<file path="config.mk">
export PLATFORM = sky130hd
export DESIGN_NAME = redmule_tcdm_arbiter
export DESIGN_NICKNAME = d
export VERILOG_FILES = /design/src/rtl/redmule_pkg.sv /design/src/rtl/redmule_tcdm_arb_queue.sv /design/src/rtl/redmule_tcdm_arbiter.sv
export SDC_FILE = /design/constraint.sdc
export NUM_CORES = 1
export LEC_CHECK = 0
export ABC_CLOCK_PERIOD_IN_PS = 3100
export CORE_AREA = 2 2 319 321
export CTS_CLUSTER_SIZE = 20
export DETAILED_ROUTE_END_ITERATION = 10
export DIE_AREA = 0 0 321 323
export PLACE_DENSITY = 0.3
export SETUP_SLACK_MARGIN = 0.05
export SYNTH_ARGS = -nofsm -noshare
export SYNTH_HDL_FRONTEND = slang
export SYNTH_SLANG_ARGS = --single-unit
</file>
<file path="constraint.sdc">
create_clock -name clk_i -period 3.1 [get_ports clk_i]
set_input_delay 0.62 -clock clk_i [delete_from_list [all_inputs] [get_ports clk_i]]
set_output_delay 0.62 -clock clk_i [all_outputs]
set_load 0.05 [all_outputs]
</file>
<file path="src/rtl/redmule_pkg.sv">
// redmule_pkg: shared types for the RedMulE TCDM arbiter
package redmule_pkg;

   localparam int unsigned ARB_SEL_W = 8;

   typedef enum logic {OWN_N, OWN_W} arb_owner_e;

   typedef enum logic [1:0] {ARB, HOLD_N, HOLD_W} arb_state_e;

   typedef struct packed {
      arb_owner_e             owner;
      logic [ARB_SEL_W-1:0]   sel;
   } arb_entry_t;

endpackage

</file>
<file path="src/rtl/redmule_tcdm_arb_queue.sv">
// redmule_tcdm_arb_queue: in-order owner FIFO of outstanding memory transactions
module redmule_tcdm_arb_queue
   import redmule_pkg::*;
#(
   parameter int unsigned DEPTH = 4
) (
   input  logic       clk_i,
   input  logic       rst_i,
   input  logic       push_i,
   input  arb_entry_t data_i,
   input  logic       pop_i,
   output arb_entry_t head_o,
   output logic       full_o,
   output logic       empty_o
);

   localparam int unsigned AW = $clog2(DEPTH);

   arb_entry_t    mem [DEPTH];
   logic [AW-1:0] wp, rp;
   logic [AW:0]   cnt;
   logic          do_push, do_pop;

   assign full_o  = cnt == (AW+1)'(DEPTH);
   assign empty_o = cnt == '0;
   assign do_push = push_i && !full_o;
   assign do_pop  = pop_i && !empty_o;
   assign head_o  = mem[rp];

   // pointers and occupancy; a flush only needs these cleared
   always_ff @(posedge clk_i) begin
      if (rst_i) begin
         wp  <= '0;
         rp  <= '0;
         cnt <= '0;
      end else begin
         if (do_push) wp <= wp + 1'b1;
         if (do_pop) rp <= rp + 1'b1;
         cnt <= cnt + (AW+1)'(do_push) - (AW+1)'(do_pop);
      end
   end

   // entry storage, written at the tail
   always_ff @(posedge clk_i) begin
      if (do_push) mem[wp] <= data_i;
   end

endmodule

</file>
<file path="src/rtl/redmule_tcdm_arbiter.sv">
// redmule_tcdm_arbiter: shares the MP TCDM ports between the wide RedMulE port and the narrow core port
module redmule_tcdm_arbiter
   import redmule_pkg::*;
#(
   parameter int unsigned MP    = 4,
   parameter int unsigned OUTST = 4
) (
   input  logic                  clk_i,
   input  logic                  rst_i,
   input  logic                  w_req_i,
   input  logic                  w_wen_i,
   input  logic [31:0]           w_add_i,
   input  logic [4*MP-1:0]       w_be_i,
   input  logic [32*MP-1:0]      w_data_i,
   output logic                  w_gnt_o,
   output logic                  w_r_valid_o,
   output logic [32*MP-1:0]      w_r_data_o,
   input  logic                  n_req_i,
   input  logic                  n_wen_i,
   input  logic [31:0]           n_add_i,
   input  logic [3:0]            n_be_i,
   input  logic [31:0]           n_data_i,
   output logic                  n_gnt_o,
   output logic                  n_r_valid_o,
   output logic [31:0]           n_r_data_o,
   output logic [MP-1:0]         m_req_o,
   output logic [MP-1:0]         m_wen_o,
   output logic [MP-1:0][31:0]   m_add_o,
   output logic [MP-1:0][3:0]    m_be_o,
   output logic [MP-1:0][31:0]   m_data_o,
   input  logic [MP-1:0]         m_gnt_i,
   input  logic [MP-1:0]         m_r_valid_i,
   input  logic [MP-1:0][31:0]   m_r_data_i,
   output logic                  err_o
);

   localparam int unsigned SW = (MP > 1) ? $clog2(MP) : 1;

   arb_state_e    state_q, state_d;
   arb_owner_e    last_q;
   arb_entry_t    head, entry;
   logic [SW-1:0] sel_n;
   logic          arb_n, serve_n, serve_w, push, pop, full, empty;

   assign sel_n   = (MP > 1) ? n_add_i[SW+1:2] : '0;
   // on a tie the narrow port wins unless it was the last one served
   assign arb_n   = n_req_i && (!w_req_i || last_q == OWN_W);
   assign serve_n = !full && (state_q == HOLD_N ? n_req_i : state_q == ARB && arb_n);
   assign serve_w = !full && (state_q == HOLD_W ? w_req_i : state_q == ARB && w_req_i && !arb_n);
   assign w_gnt_o = serve_w && &m_gnt_i;
   assign n_gnt_o = serve_n && m_gnt_i[sel_n];
   assign push    = w_gnt_o || n_gnt_o;
   assign pop     = w_r_valid_o || n_r_valid_o;
   assign entry   = '{owner: serve_w ? OWN_W : OWN_N, sel: serve_w ? '0 : ARB_SEL_W'(sel_n)};

   redmule_tcdm_arb_queue #(
      .DEPTH(OUTST)
   ) i_queue (
      .clk_i  (clk_i),
      .rst_i  (rst_i),
      .push_i (push),
      .data_i (entry),
      .pop_i  (pop),
      .head_o (head),
      .full_o (full),
      .empty_o(empty)
   );

   // a stalled request keeps ownership; grants and dropped requests fall back to arbitration
   always_comb begin
      state_d = state_q;
      if (!full) state_d = push ? ARB : serve_n ? HOLD_N : serve_w ? HOLD_W : ARB;
   end

   // fan the owning request out to the memory ports
   always_comb begin
      m_req_o  = '0;
      m_wen_o  = '0;
      m_add_o  = '0;
      m_be_o   = '0;
      m_data_o = '0;
      for (int i = 0; i < MP; i++) begin
         if (serve_w) begin
            m_req_o[i]  = 1'b1;
            m_wen_o[i]  = w_wen_i;
            m_add_o[i]  = w_add_i + 32'(4 * i);
            m_be_o[i]   = w_be_i[4*i +: 4];
            m_data_o[i] = w_data_i[32*i +: 32];
         end else if (serve_n && sel_n == SW'(i)) begin
            m_req_o[i]  = 1'b1;
            m_wen_o[i]  = n_wen_i;
            m_add_o[i]  = n_add_i;
            m_be_o[i]   = n_be_i;
            m_data_o[i] = n_data_i;
         end
      end
   end

   // route memory responses to the owner at the head of the queue
   always_comb begin
      w_r_valid_o = 1'b0;
      n_r_valid_o = 1'b0;
      w_r_data_o  = '0;
      n_r_data_o  = '0;
      if (!empty && head.owner == OWN_W) begin
         w_r_valid_o = &m_r_valid_i;
         w_r_data_o  = w_r_valid_o ? m_r_data_i : '0;
      end else if (!empty) begin
         for (int i = 0; i < MP; i++) begin
            if (head.sel == ARB_SEL_W'(i)) begin
               n_r_valid_o = m_r_valid_i[i];
               n_r_data_o  = m_r_valid_i[i] ? m_r_data_i[i] : '0;
            end
         end
      end
   end

   // FSM state, round-robin pointer and sticky unexpected-response flag
   always_ff @(posedge clk_i) begin
      if (rst_i) begin
         state_q <= ARB;
         last_q  <= OWN_W;
         err_o   <= 1'b0;
      end else begin
         state_q <= state_d;
         if (push) last_q <= entry.owner;
         if (empty && |m_r_valid_i) err_o <= 1'b1;
      end
   end

endmodule

</file>
# Word level (Yosys, flattened, before mapping)
# Memories as Yosys holds them, arrays and structs flattened. A register that Yosys moved wholly into a read port is not among the register bits.
# Cells that the tools add are included.
# classes
n_addsub	7
order_cmp	1
n_eq_ne	9
n_mux	72
n_reduce_logical	30
# op_table
cell	count
$mux 32	26
$mux 128	2
$add 32x4->32 const B	2
$add 32x3->32 const B	1
$mux 4	8
$mux 1	29
$eq 8x2->1 const B	2
$logic_and 1x1->1	16
$mux 2	6
$eq 8x1->1 const B	1
$logic_not 8->1	1
$reduce_and 4->1	2
$eq 2x2->1 const B	3
$add 2x1->2 const B	2
$eq 2x1->1 const B	2
$logic_not 1->1	4
$logic_not 2->1	2
$reduce_or 4->1	1
$add 3x1->3	1
$eq 3x3->1 const B	1
$logic_not 3->1	1
$logic_or 1x1->1	3
$lt 2x3->1 const B	1
$sub 3x1->3	1
$bmux 1 s2	1
# word_totals
reg_bits	11
ramBits	12
inputBits	386
out_inout_bits	445
wordCells	126
memories	1
# mem_list
name	depth	word_bits	rd	rd_clocked_by_memory_dff	write_ports	line	text
i_queue.mem	4	3	1	1	1	redmule_tcdm_arb_queue.sv:19	arb_entry_t mem [DEPTH];

# Logic depth before layout (Yosys ltp)
# Gate-level depths: netlist of run 1.
# depth
depth_word	12
mapped_depth	15
ltp_nobuf	12

# Hierarchy
# Synthesis of run 1 repeated with hierarchy kept, for this count alone.
# hier_totals
cells_unflattened	1126
area_unflattened_um2	8451.9
# by_module_without_submodules
mod	n_inst	cells_per_inst	area_each_um2	seq_area_each_um2
redmule_tcdm_arbiter	1	1028	6675.2	80.1
redmule_tcdm_arb_queue	1	98	1776.7	1261.2

# Least setup slack after synthesis of run 1
# OpenSTA, ideal clock, no wires.
# synth_path
kind	input to output
startpoint	input w_add_i[14]
endpoint	output m_add_o[58] (netlist name)
arrival_ps	3081
required_time_ps	2480
path_slack_ps	-601
path_stages	7
path_buffers	2
path_cell_list	clkbuf_1 -> nand4_1 -> nor3_1 -> clkbuf_1 -> nand4_1 -> xor2_1 -> o21ai_0
# synth_rtl
item	line	text
start: declaration	redmule_tcdm_arbiter.sv:12	input logic [31:0] w_add_i,
end: declaration	redmule_tcdm_arbiter.sv:28	output logic [MP-1:0][31:0] m_add_o,

==> metrics.md, run 1 <==
| Metric | Value |
|---|---|
| Clock-pin slew of the registers on the worst-case setup and hold paths | around 0.06 ns |
| Placer congestion estimate | 0.850 |
| Largest net degree at the start of global routing | 52 |
| R2r setup slk | 0.22 ns |
| Grt ovf | 0 |
| Max-cap violations | 0 |
| Hold-fix buffers at CTS | 0 |
| Most common cell in the netlist | a22o_1 |
| Initial antenna violation count | 32 |
| DR pass1 iterations | 4 |
| Fin area | around 0.025 mm2 |
| Hold WC Path Type | flip-flop to flip-flop |
| RSZ-0062 raised after global routing | true |
| Hold_sp | err_o$_SDFFE_PP0P_ |
| Syn_area_per_cell | 7.00 um2 |
| Port Buf Inserts | 830 |
| Crit. Startpoint | n_req_i |
| GRT Resource Usage Total | 0.170 |
| Total number of vias | 13,200 |
| Row count | 117 |
| Worst Max-Slew Pin Slew | between 0.6 and 0.7 ns |
| Initial Util | 0.0742 |
| Post-DP HPWL | 77,200 um |
| Total CTS buffers | 3 |
| WL/cell | 28.4 um |
| Max clock buf depth | 2 |
| Register area share after synthesis | 0.0830 |
| WP data required | 2.48 ns |
| Root Buffer | clkbuf_16 |
| Final net count | 2,422 |
| Fin crit share | 0.980 |
| Routed Antenna Nets | 0 |
| Hold Slack | between 0.4 and 0.5 ns |
| WHS Endpoint | err_o$_SDFFE_PP0P_ |
| Logic gate share of total power | 0.941 |
| CP Max Fanout | 21 |
| Top post-synthesis cells by count | a22o_1, and2_1, nand2_1, clkbuf_1, o21ai_0 |
| Post-Syn Instances | 1,067 |
| Latest clock arrival within the worst-skew pair | 0.26 ns |
| Syn Nets | 1,464 |
| Worst setup margin | 0.0613 ns |
| Worst r2r dst | i_queue.cnt[2]$_SDFF_PP0_ |
| Die X | 321 um |
| # DRC | 0 |
| Area delta synth->final | 232% |
| First-pass GRT wire length | 123,000 um |
| Sequential power share | 0.037 |
| Area share of the leading cell type in the synthesized netlist | 0.258 |
| Leading area contributor after synthesis | a22o_1 |
| Leak | roughly 9.7 nW |
| Worst Skew | 0.00122 ns |
| H-tree lvl count | 1 |
| Post-synth top flop | dfxtp_1 |
| Routed Wire Length | 95,000 um |
| Mapped cell area | 0.00747 mm2 |
| Core area | 0.101 mm2 |
| Worst slew margin | 0.541 |
| Fmax | 0.329 GHz |
| Placed instance area | between 0.02 and 0.025 mm2 |
| Hold Path Cell Cnt | 2 |
| Async SR Flop Fraction | 0 |
| Flops & latches, synth | 25 |
| Average vias per placed instance | 3.96 |
| Synth top area cells | a22o_1, and2_1, nand2_1 |
| Library cells used by synthesis | 62 |
| Final slew viol count | 0 |
| CP endpoint kind | output port |
| Reg2reg path depth | 12 |
| Cell count after placement | 3,268 |
| Status | complete, no violations |
| VDD IR max | 0.000268 V |
| Setup Crit Path Kind | input pin to output port |
| Ys Warns | 0 |
| Clock share of power | 0.022 |
| Number of synthesized flops with an enable pin | 12 |
| Internal power | 5.78 mW |
| Vias in the first global route | 13,600 |
| CTS tree | yes |
| Tmin final | slightly above 3 ns |
| Number of hold violations in the final report | 0 |
| Worst slack, placed | -0.441 ns |
| IO Count | 831 |
| CTS Sinks | 25 |
| Die Y-Extent | around 320 um |
| CP Launch Type | input pin |
| Final setup fails | 0 |
| Post-Route Utilization | 0.246 |
| Worst R2R Start | i_queue.mem[1][0]$_DFFE_PP_ |
| Number of DRC markers in iteration 0 | around 690 |
| Critical Path AT | around 2.4 ns |
| Die footprint | just over 0.1 mm2 |
| Sw power | 6.82 mW |
| Sw Share | 0.541 |
| Share of cells above drive strength 1 | 0.470 |
| Final non-filler cell total | around 3,300 |
| PD cells | ~510 mW/mm2 |
critical path: stages:
cell	delay (ns)
clkdlybuf4s15_1	0.19
nor2b_4	0.14
buf_6	0.12
a21o_1	0.17
or2_4	0.26
buf_12	0.16
buf_12	0.17
buf_4	0.20
o21ai_4	0.19
buf_12	0.16
power by group through the flow:
stage,Clock (mW),Combinational [mW],Sequential [mW]
after floorplan,0,5.22,0.465
after global placement,0,10.6,0.466
after detailed placement,0,10.6,0.471
after CTS,0.290,11.7,0.466
after global routing,0.309,12.3,0.478
final,0.282,11.9,0.465
cell families after synthesis:
kind of cell | count (synthesis) | synth area share
AO/OA/AOI/OAI | 354 | 0.388
XOR/XNOR | 86 | 0.101
adder cells (fa/ha/maj) | 11 | 0.0194
buffers and inverters | 146 | 0.0820
flip-flops | 25 | 0.0830
multiplexers | 13 | 0.0254
AND/OR/NAND/NOR | 432 | 0.302
through the flow:
stage	power [mW]	TNS [ns]
global placement	11.1	-61.31
floorplan	5.69	-1.51
global route	13.1	-0.0948
finish	12.6	0
detailed placement	11.1	-65.86
CTS	12.4	0
metal layers:
| metal | global-route usage | up-vias | wire length (um) |
|---|---|---|---|
| met2 | 0.295 | 659 | 46200 |
| met3 | 0.0570 | 94 | 8470 |
| met1 | 0.205 | 6537 | 38200 |
| met4 | 0.0294 | 16 | 1950 |
| met5 | 0 | - | 95 |
| li1 | - | 5937 | - |
flip-flops by register name (all words and copies together) (netlist names), named ones only:
register,cells
state_q,2
i_queue.cnt,3
i_queue.rp,2
i_queue.wp,2
last_q,1
err_o,1
i_queue.mem,12
placed cells by master (no fill, tap or decap), types with 19 or more instances in the layout:
cell	n
xnor2_1	42
a22o_1	173
nor2_1	35
clkdlybuf4s50_1	353
and2_1	131
nand3_1	49
nand2_1	112
o21ai_2	30
buf_16	19
xor2_1	39
buf_12	383
o21ai_4	24
buf_4	221
nand4_1	24
a22o_4	42
buf_6	67
layout make-up:
type | count | area (um2)
Tap cell | 1309 | 1640
Timing Repair Buffer | 1084 | 14600
Timing Repair inverter | 3 | 60.1
Fill cell | 10800 | 75900
Clock buffer | 3 | 75.1
Antenna cell | 10 | 25.0
Clock inverter | 1 | 5.00
Multi-Input combinational cell | 896 | 7710
Inverter | 12 | 63.8
Sequential cell | 25 | 623
worst max-delay path by stage:
stage | depth (start not counted) | end
final | 10 | m_add_o[79]
after floorplan | 6 | m_add_o[36]
after CTS | 6 | n_r_data_o[29]
after detailed placement | 9 | m_add_o[126]
after global routing | 12 | i_queue.cnt[2]$_SDFF_PP0_
after global placement | 9 | m_add_o[59]
what timing repair did:
action,4_1_cts,5_1_grt
gates cloned,15,7
endpoints found under the setup margin,330,143
buffers inserted,28,13
resized for setup,263,113
pin swaps,41,37
Note: power is estimated with default switching activity, not from simulation.
==> run 2: changes to the inputs <==
--- a/config.mk
+++ b/config.mk
@@ -5,12 +5,13 @@
 export SDC_FILE = /design/constraint.sdc
 export NUM_CORES = 1
 export LEC_CHECK = 0
-export ABC_CLOCK_PERIOD_IN_PS = 3100
+export ABC_CLOCK_PERIOD_IN_PS = 2550
 export CORE_AREA = 2 2 319 321
 export CTS_CLUSTER_SIZE = 20
 export DETAILED_ROUTE_END_ITERATION = 10
 export DIE_AREA = 0 0 321 323
 export PLACE_DENSITY = 0.3
+export RECOVER_POWER = 50
 export SETUP_SLACK_MARGIN = 0.05
 export SYNTH_ARGS = -nofsm -noshare
 export SYNTH_HDL_FRONTEND = slang
==> constraint.sdc (replaced) <==
create_clock -name clk_i -period 2.55 [get_ports clk_i]
set_input_delay 0.51 -clock clk_i [delete_from_list [all_inputs] [get_ports clk_i]]
set_output_delay 0.51 -clock clk_i [all_outputs]
set_load 0.05 [all_outputs]
==> run 2 against run 1 <==
  * The flow now finishes with violations (negative setup slack)
  * Combinational power increased by 51%
  * Setup slack got worse by 0.46 ns
  * Hold slack got worse by 0.0022 ns
  * Sequential power increased by 21%
  * Critical path depth decreased by 1
  * Core utilization increased by 6.6 points
  * First-iteration DRC count decreased by 24%
  * Sequential cell count unchanged
  * Count of clock-buffer cells in the layout unchanged
  * Total power increased by 50%
  * Global-route usage increased by 1.4 points
  * Largest power group unchanged
==> metrics.md, run 2 (synthesis results as in run 1) <==
| Metric | Value |
|---|---|
| Reg2reg path depth | 14 (was 12) |
| Placed instance area | 0.0238 mm2 (was 0.0223 mm2) |
| GRT Resource Usage Total | 0.184 (was 0.170) |
| Setup TNS | -93.66 ns (was 0 ns) |
| Root Buffer | clkbuf_16 (unchanged) |
| Total CTS buffers | 3 (unchanged) |
| Row count | 117 (unchanged) |
| Number of hold violations in the final report | 0 (unchanged) |
| Hold Path Cell Cnt | 2 (unchanged) |
| WL/cell | 29.0 um (was 28.4 um) |
| Fmax | 0.339 GHz |
| Hold Slack | 0.492 ns (was 0.494 ns) |
| Max clock buf depth | 2 (unchanged) |
| Vias in the first global route | 15,200 (was 13,600) |
| Sw Share | 0.506 (was 0.541) |
| Average vias per placed instance | 4.00 (was 3.96) |
| Leak | 13.0 nW (was 9.66 nW) |
| Setup Crit Path Kind | flip-flop to output port (was input pin to output port) |
| Sw power | 9.58 mW (was 6.82 mW) |
| Worst Skew | 0.00635 ns (was 0.00122 ns) |
| Port Buf Inserts | 830 (unchanged) |
| Share of cells above drive strength 1 | 0.706 (was 0.470) |
| Largest regs | i_queue.mem (12), i_queue.cnt (3) (unchanged) |
| Die footprint | 0.104 mm2 (unchanged) |
| Placer congestion estimate | 0.785 (was 0.850) |
| Initial Util | 0.0742 (unchanged) |
| CTS tree | yes (unchanged) |
| Worst r2r dst | i_queue.cnt[2]$_SDFF_PP0_ (unchanged) |
| Critical Path AT | 2.44 ns (was 2.42 ns) |
| First-pass GRT wire length | 134,000 um (was 123,000 um) |
| Post-DP HPWL | 77,300 um (was 77,200 um) |
| Fin area | 0.0315 mm2 (was 0.0248 mm2) |
| Failing checks | negative setup slack |
| Top reg by flops | i_queue.mem (unchanged) |
| Max FFs per register | 12 (unchanged) |
| Initial antenna violation count | 30 (was 32) |
| Die X | 321 um (unchanged) |
| Grt ovf | 0 (unchanged) |
| Clock share of power | 0.019 (was 0.022) |
| Commonest non-fill, non-tap cell in the layout | buf_12 (unchanged) |
| Worst setup margin | -0.404 ns (was 0.0613 ns) |
| Hold WC Path Type | flip-flop to flip-flop (unchanged) |
| Total number of vias | 14,100 (was 13,200) |
| H-tree lvl count | 1 (unchanged) |
| Fin crit share | 1.16 |
| Hold_sp | err_o$_SDFFE_PP0P_ (unchanged) |
| Worst Max-Slew Pin Slew | 0.771 ns (was 0.689 ns) |
| # DRC | 0 (unchanged) |
| Final slew viol count | 0 (unchanged) |
| Internal power | 9.34 mW (was 5.78 mW) |
| CP Max Fanout | 11 (was 21) |
| PD cells | 601 mW/mm2 (was 508 mW/mm2) |
| Worst R2R Start | i_queue.mem[2][0]$_DFFE_PP_ (was i_queue.mem[1][0]$_DFFE_PP_) |
| Sequential power share | 0.030 (was 0.037) |
| Final setup fails | 444 (was 0) |
| Routed Antenna Nets | 0 (unchanged) |
| Clock-pin slew of the registers on the worst-case setup and hold paths | 0.07 ns (was 0.06 ns) |
| Core area | 0.101 mm2 (unchanged) |
| CP endpoint kind | output port (unchanged) |
| Die Y-Extent | 323 um (unchanged) |
| Largest net degree at the start of global routing | 44 (was 52) |
| Final net count | 2,612 (was 2,422) |
| Max-cap violations | 0 (unchanged) |
| DR pass1 iterations | 5 (was 4) |
| R2r setup slk | -0.37 ns (was 0.22 ns) |
| Status | complete, but fails checks (was complete, no violations) |
| Logic gate share of total power | 0.951 (was 0.941) |
| Latest clock arrival within the worst-skew pair | 0.26 ns (about the same) |
| RSZ-0062 raised after global routing | true (unchanged) |
| WHS Endpoint | err_o$_SDFFE_PP0P_ (unchanged) |
| CP Launch Type | flip-flop (was input pin) |
| Number of DRC markers in iteration 0 | 523 (was 686) |
| Area delta synth->final | 321% (was 232%) |
| WP data required | 2.04 ns (was 2.48 ns) |
| Worst slew margin | 0.488 (was 0.541) |
| VDD IR max | 0.000382 V (was 0.000268 V) |
| Leading cell types in the layout, fill and taps excluded | buf_12, clkdlybuf4s50_1, a22o_4, buf_4, buf_8 (was buf_12, clkdlybuf4s50_1, buf_4, a22o_1, and2_1) |
| Routed Wire Length | 102,000 um (was 95,000 um) |
| FILL cells | 10,200 (was 10,800) |
| IO Count | 831 (unchanged) |
| CTS Sinks | 25 (unchanged) |
| Tmin final | 2.95 ns |
run 2: timing repair:
| action | CTS | global route |
|---|---|---|
| setup buffers | 105 | 61 |
| resized for setup | 1041 | 319 |
| cloned | 62 | 16 |
| endpoints found under the setup margin | 462 | 459 |
| hold buffers | 0 | 0 |
| endpoints found under the hold margin | 0 | 0 |
| pin swaps | 266 | 129 |
run 2: layer usage:
metal / share of wire / routed length (um) / GRT usage / vias to the layer above
met4: 0.022 / 2290 / 0.0380 / 20
met2: 0.52 / 53700 / 0.338 / 586
met5: 0.0013 / 138 / 0 / -
met1: 0.38 / 39300 / 0.211 / 7067
met3: 0.068 / 6960 / 0.0490 / 99
li1: - / - / - / 6351
run 2: stage by stage:
stage | power [mW] | setup WS, ns | util | cells
2_1_floorplan | 8.40 | -0.326 | - | 1067
3_5_place_dp | 14.4 | -0.859 | 0.236 | 3328
6_report | 18.9 | -0.404 | 0.313 | 3531
5_1_grt | 19.6 | -0.520 | 0.313 | 3531
3_3_place_gp | 14.4 | -0.806 | 0.236 | 3328
4_1_cts | 18.5 | -0.489 | 0.298 | 3493
run 2: area by class of cell:
cell class / count / area (um2) / area share
sequential: 25 / 638 / 0.0203
timing repair buffer: 1273 / 17800 / 0.567
clock inverter: 1 / 8.76 / 0.000278
clock buffer: 3 / 75.1 / 0.00239
timing repair inverter: 4 / 120 / 0.00382
multi-input combinational: 896 / 11100 / 0.351
inverter: 12 / 73.8 / 0.00235
tap: 1309 / 1640 / 0.0520
antenna: 8 / 20.0 / 0.000636
run 2: critical path, stage by stage, from the launching register on:
cell      delay [ns]
edfxtp_1        0.41
mux4_2          0.54
nor2_4          0.14
buf_8           0.15
buf_12          0.11
buf_16          0.14
a221oi_2        0.07
buf_4           0.15
a311oi_4        0.29
buf_12          0.18
run 2: how the worst max path moves through the flow:
| stage | cells after the start | slack (ns) | from | to |
|---|---|---|---|---|
| 6_report | 9 | -0.40 | i_queue.mem[2][0]$_DFFE_PP_ | n_r_data_o[19] |
| 2_1_floorplan | 5 | -0.33 | n_req_i | m_add_o[69] |
| 3_3_place_gp | 9 | -0.81 | w_add_i[4] | m_add_o[91] |
| 4_1_cts | 8 | -0.49 | i_queue.mem[0][0]$_DFFE_PP_ | n_r_data_o[20] |
| 3_5_place_dp | 10 | -0.86 | w_add_i[3] | m_add_o[57] |
| 5_1_grt | 8 | -0.52 | i_queue.mem[3][0]$_DFFE_PP_ | n_r_data_o[13] |
run 2: power groups by stage:
| stage | Combinational [mW] | Sequential (mW) | Clock, mW |
|---|---|---|---|
| 3_5_place_dp | 13.8 | 0.569 | 0 |
| 3_3_place_gp | 13.8 | 0.568 | 0 |
| 2_1_floorplan | 7.83 | 0.567 | 0 |
| 6_report | 18.0 | 0.561 | 0.361 |
| 4_1_cts | 17.5 | 0.567 | 0.377 |
| 5_1_grt | 18.6 | 0.572 | 0.396 |
